[src/rtl/bc_io_pkg.sv]
// Shared types and helpers for the basic-computer input port: default data
// width, the FGI state type and the even-parity check.
package bc_io_pkg;

  localparam int DEFAULT_DATA_W = 8;
  localparam int PAR_MAX_W      = 64;

  typedef enum logic {
    IDLE = 1'b0,
    FULL = 1'b1
  } fgi_state_t;

  // Even parity holds when the data bits and the parity bit XOR to zero;
  // zero-extension of narrower data leaves the XOR unchanged.
  function automatic logic even_parity_ok(input logic [PAR_MAX_W-1:0] data,
                                          input logic                 parity);
    return ~(^{data, parity});
  endfunction

endpackage

[src/rtl/bc_input_port_if.sv]
// Device-side valid/ready byte handshake feeding the input port.
interface bc_input_port_if
  import bc_io_pkg::*;
#(
  parameter int DATA_W = DEFAULT_DATA_W
);

  logic [DATA_W-1:0] dev_data;
  logic              dev_parity;
  logic              dev_valid;
  logic              dev_ready;

  modport master (
    output dev_data,
    output dev_parity,
    output dev_valid,
    input  dev_ready
  );

  modport slave (
    input  dev_data,
    input  dev_parity,
    input  dev_valid,
    output dev_ready
  );

endinterface

[src/rtl/bc_sync_fifo.sv]
// Single-clock FIFO with occupancy count; DEPTH must be a power of two so the
// pointers wrap naturally.
module bc_sync_fifo #(
  parameter int DEPTH  = 4,
  parameter int DATA_W = 8
) (
  input  logic                       clk,
  input  logic                       rst_n,
  input  logic                       push,
  input  logic [DATA_W-1:0]          push_data,
  input  logic                       pop,
  output logic [DATA_W-1:0]          pop_data,
  output logic [$clog2(DEPTH+1)-1:0] fill,
  output logic                       full,
  output logic                       empty
);

  localparam int AW = $clog2(DEPTH);
  localparam int FW = $clog2(DEPTH+1);

  logic [DATA_W-1:0] storage [DEPTH];
  logic [AW-1:0]     wr_ptr_q, wr_ptr_d;
  logic [AW-1:0]     rd_ptr_q, rd_ptr_d;
  logic [FW-1:0]     fill_q, fill_d;

  always_comb begin
    wr_ptr_d = wr_ptr_q;
    rd_ptr_d = rd_ptr_q;
    fill_d   = fill_q;
    if (push) wr_ptr_d = wr_ptr_q + AW'(1);
    if (pop)  rd_ptr_d = rd_ptr_q + AW'(1);
    case ({push, pop})
      2'b10:   fill_d = fill_q + FW'(1);
      2'b01:   fill_d = fill_q - FW'(1);
      default: fill_d = fill_q;
    endcase
  end

  always_ff @(posedge clk or negedge rst_n) begin
    if (!rst_n) begin
      wr_ptr_q <= '0;
      rd_ptr_q <= '0;
      fill_q   <= '0;
    end else begin
      wr_ptr_q <= wr_ptr_d;
      rd_ptr_q <= rd_ptr_d;
      fill_q   <= fill_d;
    end
  end

  // Storage carries no reset: an empty count makes stale entries unreachable.
  always_ff @(posedge clk) begin
    if (push) storage[wr_ptr_q] <= push_data;
  end

  assign pop_data = storage[rd_ptr_q];
  assign fill     = fill_q;
  assign full     = (fill_q == FW'(DEPTH));
  assign empty    = (fill_q == '0);

endmodule

[src/rtl/bc_input_port.sv]
// Input port of the basic computer: device bytes are queued in a FIFO and
// handed to the CPU through INPR/FGI. Optional parity check: BC_INPUT_PARITY_EN.
module bc_input_port
  import bc_io_pkg::*;
#(
  parameter int DEPTH  = 4,
  parameter int DATA_W = DEFAULT_DATA_W
) (
  input  logic                       clk,
  input  logic                       rst_n,
  bc_input_port_if.slave             dev,
  input  logic                       inp_ack,
  output logic [DATA_W-1:0]          INPR,
  output logic                       FGI,
  output logic                       PAR_ERR,
  output logic [$clog2(DEPTH+1)-1:0] fill
);

  fgi_state_t        state_q, state_d;
  logic [DATA_W-1:0] inpr_q, inpr_d;
  logic [DATA_W-1:0] fifo_head;
  logic              fifo_full;
  logic              fifo_empty;
  logic              accept;
  logic              push;
  logic              pop;

  assign dev.dev_ready = ~fifo_full;
  assign accept        = dev.dev_valid & dev.dev_ready;

`ifdef BC_INPUT_PARITY_EN
  logic par_ok;
  logic par_err_q, par_err_d;

  // A bad byte still completes the handshake but never enters the FIFO.
  assign par_ok    = even_parity_ok(PAR_MAX_W'(dev.dev_data), dev.dev_parity);
  assign push      = accept & par_ok;
  assign par_err_d = par_err_q | (accept & ~par_ok);

  always_ff @(posedge clk or negedge rst_n) begin
    if (!rst_n) par_err_q <= 1'b0;
    else        par_err_q <= par_err_d;
  end

  assign PAR_ERR = par_err_q;
`else
  logic unused_parity;

  assign unused_parity = dev.dev_parity;
  assign push          = accept;
  assign PAR_ERR       = 1'b0;
`endif

  bc_sync_fifo #(
    .DEPTH  (DEPTH),
    .DATA_W (DATA_W)
  ) u_fifo (
    .clk       (clk),
    .rst_n     (rst_n),
    .push      (push),
    .push_data (dev.dev_data),
    .pop       (pop),
    .pop_data  (fifo_head),
    .fill      (fill),
    .full      (fifo_full),
    .empty     (fifo_empty)
  );

  // Loading only from IDLE guarantees FGI drops for a cycle after every ack.
  always_comb begin
    state_d = state_q;
    inpr_d  = inpr_q;
    pop     = 1'b0;
    case (state_q)
      IDLE: begin
        if (!fifo_empty) begin
          pop     = 1'b1;
          inpr_d  = fifo_head;
          state_d = FULL;
        end
      end
      FULL: begin
        if (inp_ack) state_d = IDLE;
      end
      default: state_d = IDLE;
    endcase
  end

  always_ff @(posedge clk or negedge rst_n) begin
    if (!rst_n) begin
      state_q <= IDLE;
      inpr_q  <= '0;
    end else begin
      state_q <= state_d;
      inpr_q  <= inpr_d;
    end
  end

  assign INPR = inpr_q;
  assign FGI  = (state_q == FULL);

endmodule

[src/flat_wrapper.sv]
// flat-port wrapper written by rule: the top's interface ports become plain ports
module bc_input_port_flat import bc_io_pkg::*;
#(
  parameter int DEPTH  = 4,
  parameter int DATA_W = DEFAULT_DATA_W
)
  (clk, rst_n, inp_ack, INPR, FGI, PAR_ERR, fill, dev_dev_data, dev_dev_parity, dev_dev_valid, dev_dev_ready);
  bc_input_port_if #(.DATA_W(DATA_W)) dev_i ();
  input  logic clk;
  input  logic rst_n;
  input  logic inp_ack;
  output logic [DATA_W-1:0] INPR;
  output logic FGI;
  output logic PAR_ERR;
  output logic [$clog2(DEPTH+1)-1:0] fill;
  input wire logic [$bits(dev_i.dev_data)-1:0] dev_dev_data;
  input wire logic [$bits(dev_i.dev_parity)-1:0] dev_dev_parity;
  input wire logic [$bits(dev_i.dev_valid)-1:0] dev_dev_valid;
  output wire logic [$bits(dev_i.dev_ready)-1:0] dev_dev_ready;
  assign dev_i.dev_data = dev_dev_data;
  assign dev_i.dev_parity = dev_dev_parity;
  assign dev_i.dev_valid = dev_dev_valid;
  assign dev_dev_ready = dev_i.dev_ready;
  bc_input_port #(.DEPTH(DEPTH), .DATA_W(DATA_W)) u_core (.clk(clk), .rst_n(rst_n), .dev(dev_i), .inp_ack(inp_ack), .INPR(INPR), .FGI(FGI), .PAR_ERR(PAR_ERR), .fill(fill));
endmodule
[config.mk]
export PLATFORM = sky130hd
export DESIGN_NAME = bc_input_port_flat
export DESIGN_NICKNAME = d
export VERILOG_FILES = /design/src/rtl/bc_io_pkg.sv /design/src/rtl/bc_input_port_if.sv /design/src/rtl/bc_sync_fifo.sv /design/src/rtl/bc_input_port.sv /design/src/flat_wrapper.sv
export SDC_FILE = /design/constraint.sdc
export NUM_CORES = 1
export LEC_CHECK = 0
export CORE_UTILIZATION = 53
export CTS_BUF_LIST = sky130_fd_sc_hd__clkbuf_16
export CTS_CLUSTER_SIZE = 40
export DETAILED_ROUTE_END_ITERATION = 12
export PLACE_DENSITY = 0.78
export SLEW_MARGIN = 20
export SYNTH_ARGS = -nofsm -noshare
export SYNTH_HDL_FRONTEND = slang
export SYNTH_SLANG_ARGS = --single-unit
[constraint.sdc]
create_clock -name clk -period 2.7 [get_ports clk]
set_clock_uncertainty 0.2 [all_clocks]
set_input_delay 0.54 -clock clk [delete_from_list [all_inputs] [get_ports clk]]
set_output_delay 0.54 -clock clk [all_outputs]
set_load 0.02 [all_outputs]
==> summary.txt, run 1 <==
Outcome
  – Status: completed

Synthesis
  – Cells after synthesis: slightly below 100
  – Synth Cell Area: 0.00193 mm2
  – Sequential area share after synthesis: between 70% and 80%
  – Synth Register Bits: 48
  – Synthesized area per cell: between 15 and 20 um2
  – Ys Warns: 0
  – Synth top area share: roughly 50%
  – Ys flop type: edfxtp_1
  – Top cells by area, synth: edfxtp_1 (50%), dfrtp_1 (21%), mux4_2 (5.8%)
  – EDFF count, synth: 32
  – Ys async rst share: 33.3%
  – Syn nets: roughly 120
  – Cell taking the most area after synthesis: edfxtp_1
  – Yosys cell types: 23

Drt
  – Vias/cell: between 5 and 6
  – Via Count: between 900 and 1000
  – DR iter-0 viols: 29
  – Wire per inst: 15.8 um
  – Drt total wl: ~2800 um
  – Drt first pass iters: 4
  – Antenna-violating nets left: 0
  – # DRC: 0

STA
  – Final max-slew violation count: 0
  – Fmax: about 0.41 GHz
  – Relative slew slack: 52.3%
  – Final Hold Viols: 0
  – Period Utilization, post-route: about nine tenths
  – Worst slew pin tran: about 0.7 ns
  – RSZ-0062 raised after global routing: false
  – Final Critical Period: approximately 2.5 ns
  – TNS Setup: 0 ns
  – Final setup viols: 0
  – Hold slack: 0.303 ns

Clock tree
  – Resize count post-CTS: 0
  – H-tree depth: 2
  – Clk root buf: clkbuf_16
  – Reg clk slew, reported paths: 0.06 ns
  – Post-CTS setup buffers: 0
  – Clock sink total: 48
  – Clock tree buffer depth: 2
  – TritonCTS clock tree: yes
  – Clock latency on the worst-skew pair: 0.28 ns
  – Cts hold-fix bufs: 0
  – Cts bufs inserted: 5

Floorplan
  – Core area: roughly 0.0034 mm2
  – Die Area: 0.00390 mm2
  – Die Span X: about 62 um
  – Starting Density: between 50% and 60%
  – Chip height: approximately 62 um
  – Rows: 21
  – Ports: 27

Placement
  – I/O Buffers: 24
  – Post-placement cell count: 167
  – Routability cong.: 0.661
  – Post-DP HPWL: 1900 um

Global route
  – Pin count of the biggest net entering global routing: 17
  – Total grt overflow: 0
  – GR Layer Usage met1: between 20% and 30%
  – Initial antenna violation count: 0
  – Gr busiest metal: met2
  – First-pass GRT wire length: 4840 um
  – GRT Resource Usage Total: roughly 17%
  – GR Layer Usage met2: 27.7%
  – Vias in the first global route: about 1000
  – Met3 global-route usage: 3.83%

Run
  – MaxCap Viol Count: 0

Power
  – Net Sw Frac: 30.0%
  – Clock network power share: 21.0%
  – Switching Power: about 0.80 mW
  – Combinational Power Share: 34.8%
  – Flop pwr share: between 40% and 50%
  – Leakage: 0.904 nW
  – Pwr dens: between 1000 and 1500 mW/mm2
  – Max IR drop VDD: ~430 uV
  – Internal: between 1.5 and 2 mW

Setup path
  – CP Capture Type: output port
  – CP startpoint kind: flop
  – Critical path type: reg -> out
  – WP data required: between 1.5 and 2 ns
  – CP peak stage delay: between 0.5 and 0.6 ns
  – CP max stage cell: clkdlybuf4s50_1
  – Crit-path max FO: 6
  – CP delay by family, top: buffers and inverters
  – Worst Path Arrival: about 1.7 ns
  – Crit path buf inv count: 1
  – Worst path cell trace: or3b_4, clkdlybuf4s50_1

Cells and area
  – Area of the multi-input gates: 528 um2
  – Fillers: about 220
  – Number of diodes: 0
  – Final layout net count: 147
  – Non-filler instance count after layout: 175
  – Reg area: 0.00136 mm2
  – Layout cells sized above 1: between 20% and 30%
  – Synthesis-to-finish area growth: 21.7%
  – Final Util: 68.9%

Worst hold path
  – Class of the worst hold path: reg -> reg
## flip-flops by register name (all words and copies together), names as in the netlist
| register | flops |
|---|---|
| u_core.u_fifo.wr_ptr_q | 2 |
| u_core.u_fifo.fill | 3 |
| u_core.INPR | 8 |
| u_core.u_fifo.rd_ptr_q | 2 |
| u_core.u_fifo.storage | 32 |
| u_core.FGI | 1 |
## per-layer routing
metal | vias up | part of all wire, %
li1 | 427 | -
met1 | 463 | 41
met2 | 23 | 52
met3 | 7 | 3.5
met4 | 0 | 2.8
met5 | - | 0
## synth_stat cells (all sizes together) (2+ instances only)
| cell | number |
|---|---|
| buf | 3 |
| ha | 5 |
| inv | 6 |
| and3 | 4 |
| edfxtp | 32 |
| mux2i | 2 |
| xnor2 | 2 |
| mux2 | 9 |
| mux4 | 8 |
| nor2 | 2 |
| xor2 | 4 |
| dfrtp | 16 |
## cell families (layout without fill, tap and decap cells)
family,count (synthesis),in the layout,synth area share (%)
XOR/XNOR,6,6,2.72
adder cells (fa/ha/maj),6,6,4.27
buffers and inverters,9,39,2.33
flip-flops,48,48,70.4
multiplexers,19,19,16.4
other,1,1,0.194
AND/OR/NAND/NOR,10,10,3.75
## per-stage QoR
| step | power, mW | instance area (um2) | setup slack (ns) |
|---|---|---|---|
| 3_3_place_gp | 2.11 | 2220 | 0.234 |
| 5_1_grt | 2.85 | 2350 | 0.0947 |
| 4_1_cts | 2.71 | 2350 | 0.239 |
| 2_1_floorplan | 1.81 | 1930 | 0.275 |
| 6_report | 2.68 | 2350 | 0.250 |
| 3_5_place_dp | 2.14 | 2220 | 0.151 |
## power groups by stage
| stage | clock network (mW) | registers [mW] | logic [mW] |
|---|---|---|---|
| floorplan | 0 | 1.23 | 0.577 |
| global placement | 0 | 1.19 | 0.915 |
| detailed placement | 0 | 1.21 | 0.938 |
| CTS | 0.579 | 1.19 | 0.941 |
| global route | 0.609 | 1.22 | 1.01 |
| finish | 0.564 | 1.19 | 0.933 |
## placed cells by master (no fill, tap or decap), drive strengths merged
cell type / Yosys / routed
and2: 1 / 1
and3: 4 / 4
buf: 3 / 1
clkbuf: 0 / 5
clkdlybuf4s50: 0 / 24
clkinv: 0 / 1
conb: 1 / 1
dfrtp: 16 / 16
edfxtp: 32 / 32
fa: 1 / 1
ha: 5 / 5
inv: 6 / 8
mux2: 9 / 9
mux2i: 2 / 2
mux4: 8 / 8
nor2: 2 / 2
nor3: 1 / 1
nor3b: 1 / 1
or3b: 1 / 1
xnor2: 2 / 2
xor2: 4 / 4
## final timing paths
check / startpoint / to / slack, ns / cells after the start
setup / recovery: u_core.u_fifo.fill[0] / dev_dev_ready / 0.25 / 2
hold reg to reg: u_core.INPR[7] / u_core.INPR[7] / 0.30 / 1
setup reg to reg: u_core.u_fifo.fill[0] / u_core.u_fifo.fill[2] / 0.27 / 9
hold / removal: u_core.INPR[7] / u_core.INPR[7] / 0.30 / 1
min in group asynchronous: rst_n / u_core.INPR[1] / 0.49 / 1
max in group asynchronous: rst_n / u_core.INPR[4] / 1.36 / 1
## layout make-up
cell class              count  share of cell area [%]
flip-flops and latches     48                    57.8
multi-input cells          42                    22.4
repair buffers             25                    10.5
clock buffers               5                    5.32
well taps                  46                    2.45
inverters                   6                   0.957
clock inverters             3                   0.478
No activity file was read; power rests on OpenSTA's default activity.
==> run 2, diff against run 1 <==
--- a/config.mk
+++ b/config.mk
@@ -5,11 +5,11 @@
 export SDC_FILE = /design/constraint.sdc
 export NUM_CORES = 1
 export LEC_CHECK = 0
-export CORE_UTILIZATION = 53
+export CORE_UTILIZATION = 48
 export CTS_BUF_LIST = sky130_fd_sc_hd__clkbuf_16
 export CTS_CLUSTER_SIZE = 40
 export DETAILED_ROUTE_END_ITERATION = 12
-export PLACE_DENSITY = 0.78
+export PLACE_DENSITY = 0.74
 export SLEW_MARGIN = 20
 export SYNTH_ARGS = -nofsm -noshare
 export SYNTH_HDL_FRONTEND = slang
==> constraint.sdc (replaced) <==
create_clock -name clk -period 2.15 [get_ports clk]
set_clock_uncertainty 0.2 [all_clocks]
set_input_delay 0.43 -clock clk [delete_from_list [all_inputs] [get_ports clk]]
set_output_delay 0.43 -clock clk [all_outputs]
set_load 0.02 [all_outputs]
==> run 2 against run 1 <==
Net effect: the run now ends with negative setup slack left; critical path depth up 7; combinational power rose by 43%; utilization down 3.9 points; final area rose by 4.1%; critical path type is now reg -> reg; sequential cell count stayed put; critical endpoint is now u_core.u_fifo.fill[2]; cell count is 6.9% higher; hold slack worse by 0.031 ns; non-clock buffer count is 10 higher; via count grew 5.0%.
==> summary.txt, run 2 (synthesis gave the netlist of run 1 again) <==
Outcome
  – Status: finished with violations
  – Failing checks: negative setup slack

Global route
  – GR Layer Usage met2: 29.4% (+1.7 points)
  – GR Layer Usage met1: 21.4% (-0.66 points)
  – Vias in the first global route: 1058 (+5.2%)
  – Gr busiest metal: met2
  – Met3 global-route usage: 7.81% (+4.0 points)
  – Total grt overflow: 0 (unchanged)
  – GRT Resource Usage Total: 18.1% (+0.66 points)
  – First-pass GRT wire length: 5280 um (+9.0%)
  – Initial antenna violation count: 0 (unchanged)
  – Pin count of the biggest net entering global routing: 17 (unchanged)

Cells and area
  – Number of diodes: 0 (unchanged)
  – Reg area: 0.00137 mm2 (+0.28%)
  – Synthesis-to-finish area growth: 26.6%
  – Layout cells sized above 1: 33.1% (+12 points)
  – Leading cell types in the layout, fill and taps excluded: edfxtp_1 (32), clkdlybuf4s50_1 (23), dfrtp_1 (13)
  – Max reg flops: 32 (unchanged)
  – Area of the multi-input gates: 548 um2 (+3.8%)
  – Most common cell after layout, fill and taps aside: edfxtp_1
  – Cell area after layout: 0.00245 mm2 (+4.1%)
  – Final layout net count: 157 (+6.8%)
  – Most flops, register: u_core.u_fifo.storage
  – Fillers: 261 (+20%)

STA
  – Final setup viols: 1 (+1)
  – Fmax: approximately 0.46 GHz
  – Worst slew pin tran: 0.533 ns (-0.180 ns)
  – Period Utilization, post-route: 101%
  – Final Hold Viols: 0 (unchanged)
  – Final Worst Setup Slack: -0.0164 ns (-0.266 ns)
  – TNS Setup: -0.0164 ns (-0.0164 ns)
  – Final max-slew violation count: 0 (unchanged)
  – Final Critical Period: around 2.2 ns
  – RSZ-0062 raised after global routing: true
  – Relative slew slack: 64.5% (+12 points)

Setup path
  – Critical path type: reg -> reg
  – CP delay by family, top: simple AND/OR/NAND/NOR gates
  – CP startpoint kind: flop
  – Crit-path max FO: 2 (-4)
  – CP peak stage delay: 0.40 ns (-0.15 ns)
  – Worst path cell trace: or3b_4, and2_4, inv_2, ha_4, inv_2, fa_2, xor2_1, nor2_1, xor2_1
  – WP data required: 2.16 ns (+0.20 ns)
  – Crit path buf inv count: 2 (+1)
  – CP Capture Type: flop
  – CP max stage cell: dfrtp_2
  – Worst Path Arrival: 2.17 ns (+0.46 ns)

Power
  – Max IR drop VDD: 676 uV (+56%)
  – Leakage: 0.948 nW (+4.9%)
  – Pwr dens: 1440 mW/mm2 (+26%)

Run
  – MaxCap Viol Count: 0 (unchanged)

Drt
  – Via Count: 966 (+5.0%)
  – # DRC: 0 (unchanged)
  – Wire per inst: 16.4 um (+3.7%)
  – Drt first pass iters: 4 (unchanged)
  – Antenna-violating nets left: 0 (unchanged)
  – Drt total wl: 3060 um (+11%)
  – DR iter-0 viols: 53 (+83%)
  – Vias/cell: 5.17 (-1.7%)

Clock tree
  – Reg clk slew, reported paths: 0.06 ns (about the same)
  – Clock latency on the worst-skew pair: 0.29 ns (about the same)
  – Clock tree buffer depth: 2 (unchanged)
  – Cts bufs inserted: 5 (unchanged)
  – Clock sink total: 48 (unchanged)
  – TritonCTS clock tree: yes
  – H-tree depth: 2 (unchanged)
  – Clk root buf: clkbuf_16

Floorplan
  – Die Area: 0.00429 mm2 (+10%)
  – Ports: 27 (unchanged)
  – Core area: 0.00377 mm2 (+10%)
  – Die Span X: 65.5 um (+4.9%)
  – Starting Density: 51.3% (-5.3 points)
  – Rows: 22 (+4.8%)
  – Chip height: 65.5 um (+4.9%)

Placement
  – Placed instance area: 0.00231 mm2 (+4.0%)
  – Post-DP HPWL: 2080 um (+9.5%)
  – I/O Buffers: 24 (unchanged)
  – Routability cong.: 0.751 (+14%)

Worst hold path
  – Class of the worst hold path: in -> async
run 2: cell count changes in the layout (fill, tap and decap cells not counted), sizes merged:
cell and delta:
clkdlybuf4s50 -1, buf +11
run 2: cell type report:
type,instances,share of cell area (%)
flip-flops and latches,48,55.7
repair buffers,35,13.0
well taps,48,2.45
clock inverters,3,0.460
multi-input cells,42,22.4
clock buffers,5,5.11
inverters,6,0.919
run 2: repair_timing:
item                       in CTS  in global routing
buffers inserted                1                  0
hold buffers                    0                  0
resized for setup               3                  2
setup endpoints to repair       2                  3
pin swaps                       4                  0
run 2: final timing paths:
path,start,end,slack (ns),cells past startpoint
setup / recovery,u_core.u_fifo.fill[0],u_core.u_fifo.fill[2],-0.02,9
hold / removal,rst_n,u_core.INPR[1],0.27,2
setup reg to reg,u_core.u_fifo.fill[0],u_core.u_fifo.fill[2],-0.02,9
hold reg to reg,u_core.INPR[7],u_core.INPR[7],0.31,1
max in group asynchronous,rst_n,u_core.u_fifo.fill[0],1.27,2
min in group clk,u_core.INPR[7],u_core.INPR[7],0.31,1
run 2: routing by layer:
metal	up-vias	part of all wire [%]
met4	0	1.6
met1	491	41
met5	-	0
met3	7	4.6
li1	447	-
met2	21	52
run 2: stage by stage:
step / utilization, % / hold WS, ns / cells / power [mW] / worst slack, ns
final: 65.0 / 0.272 / 187 / 3.52 / -0.0164
after global routing: 65.0 / 0.291 / 187 / 3.75 / -0.106
after CTS: 65.0 / 0.276 / 187 / 3.57 / -0.0130
after detailed placement: 61.1 / 0.301 / 178 / 2.84 / -0.128
after global placement: 61.1 / 0.289 / 178 / 2.76 / -0.0910
after floorplan: - / -0.0656 / 99 / 2.31 / -0.160
run 2: report_power, final:
part / internal [mW] / switching (mW) / leakage, nW
Clock: 0.418 / 0.295 / 0.0738
Sequential: 1.29 / 0.187 / 0.477
Combinational: 0.752 / 0.582 / 0.398
==> run 3, diff against run 2 <==
--- a/config.mk
+++ b/config.mk
@@ -9,7 +9,7 @@
 export CTS_BUF_LIST = sky130_fd_sc_hd__clkbuf_16
 export CTS_CLUSTER_SIZE = 40
 export DETAILED_ROUTE_END_ITERATION = 12
-export PLACE_DENSITY = 0.74
+export PLACE_DENSITY = 0.83
 export SLEW_MARGIN = 20
 export SYNTH_ARGS = -nofsm -noshare
 export SYNTH_HDL_FRONTEND = slang
==> run 3 against run 2 <==
Net effect: the run still ends with negative setup slack left; worst setup slack worse by 0.058 ns; cell count did not move; fmax shrank 2.6%; wire length increased by 4.6%; via count is 1.3% higher; sequential power is essentially flat; clock power grew 2%; first-iteration DRC count decreased by 62%; largest cell class unchanged.
==> summary.txt, run 3 (synthesis gave the netlist of run 1 again) <==
Placement
  – Post-placement cell count: 178 (unchanged)
  – I/O Buffers: 24 (unchanged)
  – Routability cong.: 0.736 (-2.0%)
  – Post-DP HPWL: 2180 um (+4.6%)
  – Placed instance area: 0.00231 mm2 (unchanged)

Drt
  – Drt first pass iters: 4 (unchanged)
  – Wire per inst: 17.1 um (+4.6%)
  – Antenna-violating nets left: 0 (unchanged)
  – Via Count: 979 (+1.3%)
  – Vias/cell: 5.24 (+1.3%)
  – Drt total wl: 3200 um (+4.6%)
  – DR iter-0 viols: 20 (-62%)
  – # DRC: 0 (unchanged)

Cells and area
  – Max reg flops: 32 (unchanged)
  – Final Util: 65.1% (+0.10 points)
  – Most common cell after layout, fill and taps aside: edfxtp_1
  – Synthesis-to-finish area growth: 26.8%
  – Final layout net count: 157 (unchanged)
  – Layout cells sized above 1: 33.8% (+0.72 points)
  – Cell area after layout: 0.00245 mm2 (+0.15%)
  – Leading cell types in the layout, fill and taps excluded: edfxtp_1 (32), clkdlybuf4s50_1 (23), dfrtp_1 (13)
  – Fillers: 241 (-7.7%)
  – Most flops, register: u_core.u_fifo.storage
  – Non-filler instance count after layout: 187 (unchanged)
  – Number of diodes: 0 (unchanged)

Setup path
  – Number of stages on the worst setup path: 9 (unchanged)
  – End of the critical path: u_core.u_fifo.fill[2]
  – Crit-path max FO: 2 (unchanged)
  – CP max stage cell: dfrtp_2
  – Critical path type: reg -> reg
  – R2R Setup Slk: -0.07 ns (-0.06 ns)
  – Reg-to-Reg Start: u_core.u_fifo.fill[1]
  – Worst path cell trace: or3b_4, and2_4, inv_2, ha_4, inv_2, fa_2, xor2_1, nor2_1, xor2_1
  – Worst Path Arrival: 2.23 ns (+0.06 ns)
  – Worst R2R Path Depth: 9 (unchanged)
  – CP Capture Type: flop
  – Setup crit start: u_core.u_fifo.fill[1]
  – WP data required: 2.15 ns (about the same)
  – CP peak stage delay: 0.40 ns (about the same)
  – CP startpoint kind: flop
  – Worst flop-to-flop path endpoint: u_core.u_fifo.fill[2]
  – CP delay by family, top: simple AND/OR/NAND/NOR gates
  – Crit path buf inv count: 2 (unchanged)

Global route
  – Initial antenna violation count: 0 (unchanged)
  – GRT Resource Usage Total: 18.5% (+0.38 points)
  – Pin count of the biggest net entering global routing: 15 (-2)
  – First-pass GRT wire length: 5290 um (+0.13%)
  – Vias in the first global route: 1078 (+1.9%)
  – Total grt overflow: 0 (unchanged)

Floorplan
  – Die Span X: 65.5 um (unchanged)
  – Chip height: 65.5 um (unchanged)
  – Die Area: 0.00429 mm2 (unchanged)
  – Core area: 0.00377 mm2 (unchanged)
  – Ports: 27 (unchanged)
  – Starting Density: 51.3% (unchanged)
  – Rows: 22 (unchanged)

Clock tree
  – TritonCTS clock tree: yes
  – H-tree depth: 2 (unchanged)
  – Clk root buf: clkbuf_16
  – Cts hold-fix bufs: 0 (unchanged)
  – Reg clk slew, reported paths: 0.06 ns (about the same)
  – Cts bufs inserted: 5 (unchanged)
  – Clock sink total: 48 (unchanged)
  – Clock tree buffer depth: 2 (unchanged)
  – Clock latency on the worst-skew pair: 0.28 ns (about the same)

Power
  – Clock network power share: 20.5% (+0.3 points)
  – Net Sw Frac: 30.7% (+0.50 points)
  – Max IR drop VDD: 669 uV (-1.0%)
  – Flop pwr share: 41.5% (-0.4 points)
  – Pwr dens: 1450 mW/mm2 (+0.77%)
  – Switching Power: 1.09 mW (+2.6%)
  – Internal: 2.46 mW (+0.21%)
  – Combinational Power Share: 38.0% (+0.2 points)
  – Leakage: 0.943 nW (-0.54%)

STA
  – Final max-slew violation count: 0 (unchanged)
  – Worst slew pin tran: 0.528 ns (-0.00469 ns)
  – TNS Setup: -0.0740 ns (-0.0577 ns)
  – Period Utilization, post-route: 103% (+2.7 points)
  – RSZ-0062 raised after global routing: true
  – Hold slack: 0.248 ns (-0.0240 ns)
  – Final setup viols: 1 (unchanged)
  – Final Critical Period: 2.22 ns (+0.0577 ns)
  – Final Worst Setup Slack: -0.0740 ns (-0.0577 ns)
  – Fmax: 0.450 GHz (-2.6%)
  – Final Hold Viols: 0 (unchanged)
  – Relative slew slack: 64.8% (+0.31 points)

Run
  – MaxCap Viol Count: 0 (unchanged)

Worst hold path
  – Class of the worst hold path: in -> async

Outcome
  – Status: finished with violations
  – Failing checks: negative setup slack
-- run 3: worst min-delay path by stage --
stage              startpoint             end  slack [ns]  cells after the start
2_1_floorplan           rst_n      u_core.FGI       -0.07                      0
3_3_place_gp   u_core.INPR[6]  u_core.INPR[6]        0.29                      1
3_5_place_dp   u_core.INPR[6]  u_core.INPR[6]        0.30                      1
4_1_cts                 rst_n  u_core.INPR[2]        0.26                      1
5_1_grt                 rst_n  u_core.INPR[2]        0.28                      1
6_report                rst_n  u_core.INPR[2]        0.25                      1
-- run 3: final cells by class --
type,count,area (um2),share of cell area [%]
Sequential cell,48,1370,55.6
Tap cell,48,60.1,2.45
Multi-Input combinational cell,42,548,22.3
Inverter,6,22.5,0.918
Timing Repair Buffer,35,318,13.0
Clock buffer,5,125,5.10
Clock inverter,3,15.0,0.612
-- run 3: stage by stage --
step | setup slack, ns | power (mW)
2_1_floorplan | -0.160 | 2.31
3_3_place_gp | -0.0890 | 2.76
3_5_place_dp | -0.145 | 2.83
4_1_cts | -0.0559 | 3.58
5_1_grt | -0.193 | 3.76
6_report | -0.0740 | 3.56
-- run 3: metal layers --
layer  up-vias  global-route usage, %  share of wire (%)  routed length (um)
li1        446                      -                  -                   -
met3         7                   6.60                3.8                 122
met4         0                   9.24                2.4                  76
met2        22                   31.3                 53                1700
met1       504                   20.5                 41                1300
met5         -                      0                  0                   0
-- run 3: worst reg2reg max path, cell delays in order (launching register included) --
cell and delay (ns):
dfrtp_2 0.40, or3b_4 0.40, and2_4 0.15, inv_2 0.06
ha_4 0.12, inv_2 0.04, fa_2 0.34, xor2_1 0.14
nor2_1 0.13, xor2_1 0.16
-- run 3: what timing repair did --
action | in CTS | in global routing
setup endpoints to repair | 2 | 3
pin swaps | 2 | 0
resized for setup | 3 | 2
setup buffers | 1 | 0
-- run 3: power groups by stage --
stage / clock [mW] / combinational [mW] / sequential [mW]
after floorplan: 0 / 0.750 / 1.56
after global placement: 0 / 1.27 / 1.48
after detailed placement: 0 / 1.33 / 1.50
after CTS: 0.739 / 1.36 / 1.48
after global routing: 0.782 / 1.46 / 1.52
final: 0.729 / 1.35 / 1.48
